`src/rtl/attack_arbiter.sv`:
```
// Two-player shared attack-slot arbiter: grants one timed attack window, resolves hit/block, then cools down.
// Optional feature macro ATTACK_ARBITER_CLASH_EN: simultaneous requests clash (no grant) instead of using priority.
module attack_arbiter #(
   parameter int ATTACK_FRAMES   = 12,
   parameter int COOLDOWN_FRAMES = 20
) (
   input  logic clk,
   input  logic rst,
   input  logic frame_tick,
   input  logic game_over,
   input  logic p1_attack_req,
   input  logic p2_attack_req,
   input  logic p1_shielding,
   input  logic p2_shielding,
   input  logic player_collision,
   input  logic p1_facing_p2,
   input  logic p2_facing_p1,
   output logic p1_attack_grant,
   output logic p2_attack_grant,
   output logic p1_hit,
   output logic p2_hit,
   output logic p1_block,
   output logic p2_block,
   output logic clash
);

   localparam logic [1:0] S_IDLE     = 2'd0;
   localparam logic [1:0] S_ATTACK   = 2'd1;
   localparam logic [1:0] S_RESOLVE  = 2'd2;
   localparam logic [1:0] S_COOLDOWN = 2'd3;
   localparam logic       P1         = 1'b0;
   localparam logic       P2         = 1'b1;
   localparam logic [5:0] ATT_LOAD   = 6'(ATTACK_FRAMES);
   localparam logic [5:0] COOL_LOAD  = 6'(COOLDOWN_FRAMES);

   logic [1:0] state_q, state_d;
   logic [5:0] cnt_q, cnt_d;
   logic       owner_q, owner_d;
   logic       prio_q, prio_d;
   logic       g1_d, g2_d, h1_d, h2_d, b1_d, b2_d, clash_d;
   logic       both_req_s, strike_s, shielded_s;

   assign both_req_s = p1_attack_req & p2_attack_req;
   assign strike_s   = player_collision & ((owner_q == P1) ? p1_facing_p2 : p2_facing_p1);
   assign shielded_s = (owner_q == P1) ? p2_shielding : p1_shielding;

   // Next-state, counter, owner/priority and pulse decode
   always_comb begin
      state_d = state_q;
      cnt_d   = cnt_q;
      owner_d = owner_q;
      prio_d  = prio_q;
      h1_d    = 1'b0;
      h2_d    = 1'b0;
      b1_d    = 1'b0;
      b2_d    = 1'b0;
      clash_d = 1'b0;
      case (state_q)
         S_IDLE: begin
            if (both_req_s) begin
`ifdef ATTACK_ARBITER_CLASH_EN
               clash_d = 1'b1;
               state_d = S_COOLDOWN;
               cnt_d   = COOL_LOAD;
`else
               owner_d = prio_q;
               prio_d  = ~prio_q;
               state_d = S_ATTACK;
               cnt_d   = ATT_LOAD;
`endif
            end else if (p1_attack_req) begin
               owner_d = P1;
               state_d = S_ATTACK;
               cnt_d   = ATT_LOAD;
            end else if (p2_attack_req) begin
               owner_d = P2;
               state_d = S_ATTACK;
               cnt_d   = ATT_LOAD;
            end else begin
               state_d = S_IDLE;
            end
         end
         S_ATTACK: begin
            if (frame_tick) begin
               cnt_d = cnt_q - 6'd1;
               if (cnt_q <= 6'd1) begin
                  state_d = S_RESOLVE;
                  cnt_d   = 6'd0;
               end else begin
                  state_d = S_ATTACK;
               end
            end else begin
               state_d = S_ATTACK;
            end
         end
         S_RESOLVE: begin
            // Pulses target the defender, i.e. the player that does not own the slot
            if (strike_s) begin
               if (owner_q == P1) begin
                  h2_d = ~shielded_s;
                  b2_d = shielded_s;
               end else begin
                  h1_d = ~shielded_s;
                  b1_d = shielded_s;
               end
            end else begin
               h1_d = 1'b0;
            end
            state_d = S_COOLDOWN;
            cnt_d   = COOL_LOAD;
         end
         S_COOLDOWN: begin
            if (frame_tick) begin
               cnt_d = cnt_q - 6'd1;
               if (cnt_q <= 6'd1) begin
                  state_d = S_IDLE;
                  cnt_d   = 6'd0;
               end else begin
                  state_d = S_COOLDOWN;
               end
            end else begin
               state_d = S_COOLDOWN;
            end
         end
         default: begin
            state_d = S_IDLE;
            cnt_d   = 6'd0;
         end
      endcase
      // A finished game freezes everything except the held priority/owner
      if (game_over) begin
         state_d = S_IDLE;
         cnt_d   = 6'd0;
         owner_d = owner_q;
         prio_d  = prio_q;
         h1_d    = 1'b0;
         h2_d    = 1'b0;
         b1_d    = 1'b0;
         b2_d    = 1'b0;
         clash_d = 1'b0;
      end else begin
         cnt_d = cnt_d;
      end
      g1_d = (state_d == S_ATTACK) & (owner_d == P1);
      g2_d = (state_d == S_ATTACK) & (owner_d == P2);
   end

   // State and registered outputs
   always_ff @(posedge clk) begin
      if (rst) begin
         state_q         <= S_IDLE;
         cnt_q           <= 6'd0;
         owner_q         <= P1;
         prio_q          <= P1;
         p1_attack_grant <= 1'b0;
         p2_attack_grant <= 1'b0;
         p1_hit          <= 1'b0;
         p2_hit          <= 1'b0;
         p1_block        <= 1'b0;
         p2_block        <= 1'b0;
         clash           <= 1'b0;
      end else begin
         state_q         <= state_d;
         cnt_q           <= cnt_d;
         owner_q         <= owner_d;
         prio_q          <= prio_d;
         p1_attack_grant <= g1_d;
         p2_attack_grant <= g2_d;
         p1_hit          <= h1_d;
         p2_hit          <= h2_d;
         p1_block        <= b1_d;
         p2_block        <= b2_d;
         clash           <= clash_d;
      end
   end

endmodule
```
`config.mk`:
```
export PLATFORM = sky130hd
export DESIGN_NAME = attack_arbiter
export DESIGN_NICKNAME = d
export VERILOG_FILES = /design/src/rtl/attack_arbiter.sv
export SDC_FILE = /design/constraint.sdc
export NUM_CORES = 1
export LEC_CHECK = 0
export ABC_AREA = 1
export CAP_MARGIN = 10
export CORE_AREA = 2 2 42 82
export CTS_BUF_LIST = sky130_fd_sc_hd__clkbuf_4
export DETAILED_ROUTE_END_ITERATION = 12
export DIE_AREA = 0 0 44 84
export PLACE_DENSITY = 0.56
export SYNTH_ARGS = -nofsm -noshare
export SYNTH_HDL_FRONTEND = slang
export SYNTH_SLANG_ARGS = --single-unit
export TNS_END_PERCENT = 5
```
`constraint.sdc`:
```
create_clock -name clk -period 1.6 [get_ports clk]
set_clock_uncertainty 0.15 [all_clocks]
set_input_delay 0.32 -clock clk [delete_from_list [all_inputs] [get_ports clk]]
set_output_delay 0.32 -clock clk [all_outputs]
set_load 0.005 [all_outputs]
```
==> impl_results.md <==
- Critical-path cell list: inv_1 > ha_4 > inv_1 > nand2_1 > nand3_2 > nand2_2 > nand2_1 > nand2_2 > a21oi_2
- Site Rows: 29
- CTS Sinks: 16
- Power Dens Cells: about 730 nW/um2
- Area Overhead vs Synth: 33.5%
- Fin worst setup slack: 0.153 ns
- Required time at the worst-slack endpoint: roughly 1.7 ns
- CP Data Arrival Time: ~1.5 ns
- Pin count of the biggest net entering global routing: 10
- Starting Density: 28.2%
- Mapped Area: slightly below 900 um2
- Outcome: finished clean
- Fin. max-slew vios: 0
- Maxcap violations: 0
- Internal power: about 0.6 mW
- Fin area: around 1200 um2
- Setup crit start: cnt_q[0]
- Routability cong.: roughly 0.87
- Initial DRT Pass Iterations: 4
- Worst path max stage delay: 0.34 ns
- Core area: ~3100 um2
- Setup bufs post-CTS: 0
- Global-route wire length before repair: around 3400 um
- Fill cells: about 340
- Reg-to-Reg Start: cnt_q[0]
- # port buffers: 16
- YS warnings: 0
- Root Buffer: clkbuf_4
- Post-Syn Area per Cell: 6.94 um2
- FF-to-FF path depth: 9
- Layout Nets: 165
- Slowest cell on crit path: dfxtp_2
- Initial drt markers: 16
- Syn nets: 140
- Drt drc: 0
- RSZ-0062 raised after global routing: no
- Biggest area consumer among synthesized cells: dfxtp_1
- Sequential area share after synthesis: 36.4%
- Total wire length: between 2000 and 2500 um
- Final critical-path share of the clock period: 90.5%
- CTS tree: done
- Ports: 18
- Routed vias: 857
- Crit path max-delay family: simple AND/OR/NAND/NOR gates
- Placed Cells: between 150 and 200
- Initial antenna violation count: 0
- H-tree levels: 1
- Part of the power in the clock network: between 20% and 30%
- Tot GR Track Use: between 10 and 15%
- Total congestion overflow: 0
- Final setup vio count: 0
- Post-Syn Instances: between 100 and 150
- Sequential Power Share: between 50% and 60%
- End point of the critical path: cnt_q[0]
- Crit end category: register
- Max Fanout on Critical Path: 3
- Hold_ws: 0.356 ns
- Clock Latency Late Sink: around 0.30 ns
- Die Area: roughly 3700 um2
- FF-to-FF End: cnt_q[0]
- Routed Antenna Nets: 0
- Drt wl/cell: roughly 12 um
- Fmax: approximately 690 MHz
- Cell Area, Placed: 1110 um2
- Synth Register Bits: 16
- Reg clk slew, reported paths: about 0.10 ns
- Hold crit path type: reg -> reg
- Final cell count without fillers: ~180
- Hold Vio Cnt, Final: 0
- Largest cells by area after synthesis: dfxtp_1 36%, nand2_1 12%, nor2_1 9.8%
- Sw frac: between 30% and 40%
- Placed wire-length estimate: around 1700 um
- Die boundary height: 84 um
- CP Buf/Inv Count: 2
- P_leak: ~0.64 nW
- Yosys top cell area share: 36.4%
- Vias per Instance: ~4.7
- Antenna cells: 0
- TritonCTS buffer count: 3
- Die width: 44 um
- Tmin final: about 1.4 ns
- VDD IR-drop max: between 0.0003 and 0.0004 V
- Crit path launch type: register
- Clk buf depth: 2
- Dpl ws: -0.0346 ns
- NetSw: about 0.27 mW
- Combinational power share: 23.4%
- Crit Path Category: reg -> reg
- Layout cell share with drive strength beyond 1: about a quarter
- Critical Path Stages: 9
- Vias in the first global route: roughly 860
- Synth unique cells: 23
- R2R Setup Slk: between 0.15 and 0.2 ns
==> what timing repair did <==
item / in CTS / in global routing
hold buffers: 0 / 0
gates resized for setup: 0 / 14
endpoints found under the setup margin: 0 / 13
==> worst min path at each step <==
stage | start | end | slack, ns | cells past startpoint
floorplan | prio_q | prio_q | 0.31 | 2
finish | cnt_q[1] | cnt_q[1] | 0.36 | 2
CTS | cnt_q[1] | cnt_q[1] | 0.37 | 2
global route | owner_q | p1_block | 0.38 | 2
detailed placement | cnt_q[1] | cnt_q[1] | 0.35 | 2
global placement | prio_q | prio_q | 0.33 | 2
==> registers in the layout, indices dropped and copies added (netlist names) <==
| register | flops |
|---|---|
| p1_attack_grant | 1 |
| owner_q | 1 |
| state_q | 2 |
| prio_q | 1 |
| p1_hit | 1 |
| p2_block | 1 |
| p2_hit | 1 |
| cnt_q | 6 |
| p1_block | 1 |
| p2_attack_grant | 1 |
==> per-stage QoR <==
step                total power, mW  utilization, %  TNS [ns]
floorplan                     0.563               -         0
global placement              0.632            35.6    -0.130
detailed placement            0.635            35.6    -0.142
CTS                           0.864            36.4         0
global route                  0.912            37.7         0
finish                        0.862            37.7         0
==> synthesized netlist by cell type <==
cell,n
nand4_1,1
conb_1,1
nand2_1,28
nand2_2,5
nand4_2,1
a21oi_2,3
nor2_2,3
nor2_1,23
inv_2,6
ha_1,2
a21oi_4,1
nor3_2,1
dfxtp_1,16
buf_4,1
or2_1,2
nand3_1,7
o21ai_0,1
nor2_4,2
nand3_2,3
inv_1,14
o21ai_1,4
a21oi_1,1
a31oi_1,1
==> placed cells by master, fill, tap and decap left out, types with 3 or more instances in the layout <==
master	n
dfxtp_2	4
nand3_1	6
nand2_1	27
nand3_2	4
nor2_2	3
clkbuf_4	3
clkdlybuf4s50_1	10
dlymetal6s2s_1	6
nor2_1	23
inv_2	6
inv_1	14
buf_4	5
dfxtp_1	12
o21ai_1	4
a21oi_2	3
nand2_2	6
==> power groups by stage <==
stage / sequential [mW] / combinational (mW) / clock (mW)
global route: 0.434 / 0.225 / 0.253
CTS: 0.430 / 0.197 / 0.237
finish: 0.431 / 0.201 / 0.230
floorplan: 0.436 / 0.128 / 0
global placement: 0.439 / 0.193 / 0
detailed placement: 0.439 / 0.195 / 0
==> metal layers <==
layer	share of wire [%]	routed length, um	vias to the layer above	track usage (%)
li1	-	-	436	-
met1	36	750	391	10.5
met2	56	1190	20	22.7
met3	3.1	65	10	2.16
met4	4.8	102	0	11.8
met5	0	0	-	0
==> logic make-up (layout without fill, tap and decap cells) <==
| group | Yosys count | count (layout) | synth area share, % |
|---|---|---|---|
| and+or+nand+nor | 76 | 76 | 42.0 |
| buffers and inverters | 21 | 45 | 9.38 |
| adders and majority gates | 2 | 2 | 2.84 |
| other | 1 | 1 | 0.426 |
| DFF | 16 | 16 | 36.4 |
| AOI/OAI and AO/OA | 11 | 11 | 8.95 |
==> tightest hold or removal path, delay by kind of cell, from the launching register on <==
family	cells	cell delay, ns
simple gates	1	0.08
flops	1	0.35
compound gates	1	0.05
==> layout make-up <==
class                      count  area, um2  share of cell area, %
clock buffer                   3       22.5                   1.91
clock inverter                 1       3.75                  0.319
inverter                      20       75.1                   6.38
multi-input combinational     90        498                   42.3
sequential                    16        325                   27.7
tap                           31       38.8                   3.30
timing repair buffer          21        213                   18.1
Note: power is estimated with default switching activity, not from simulation.
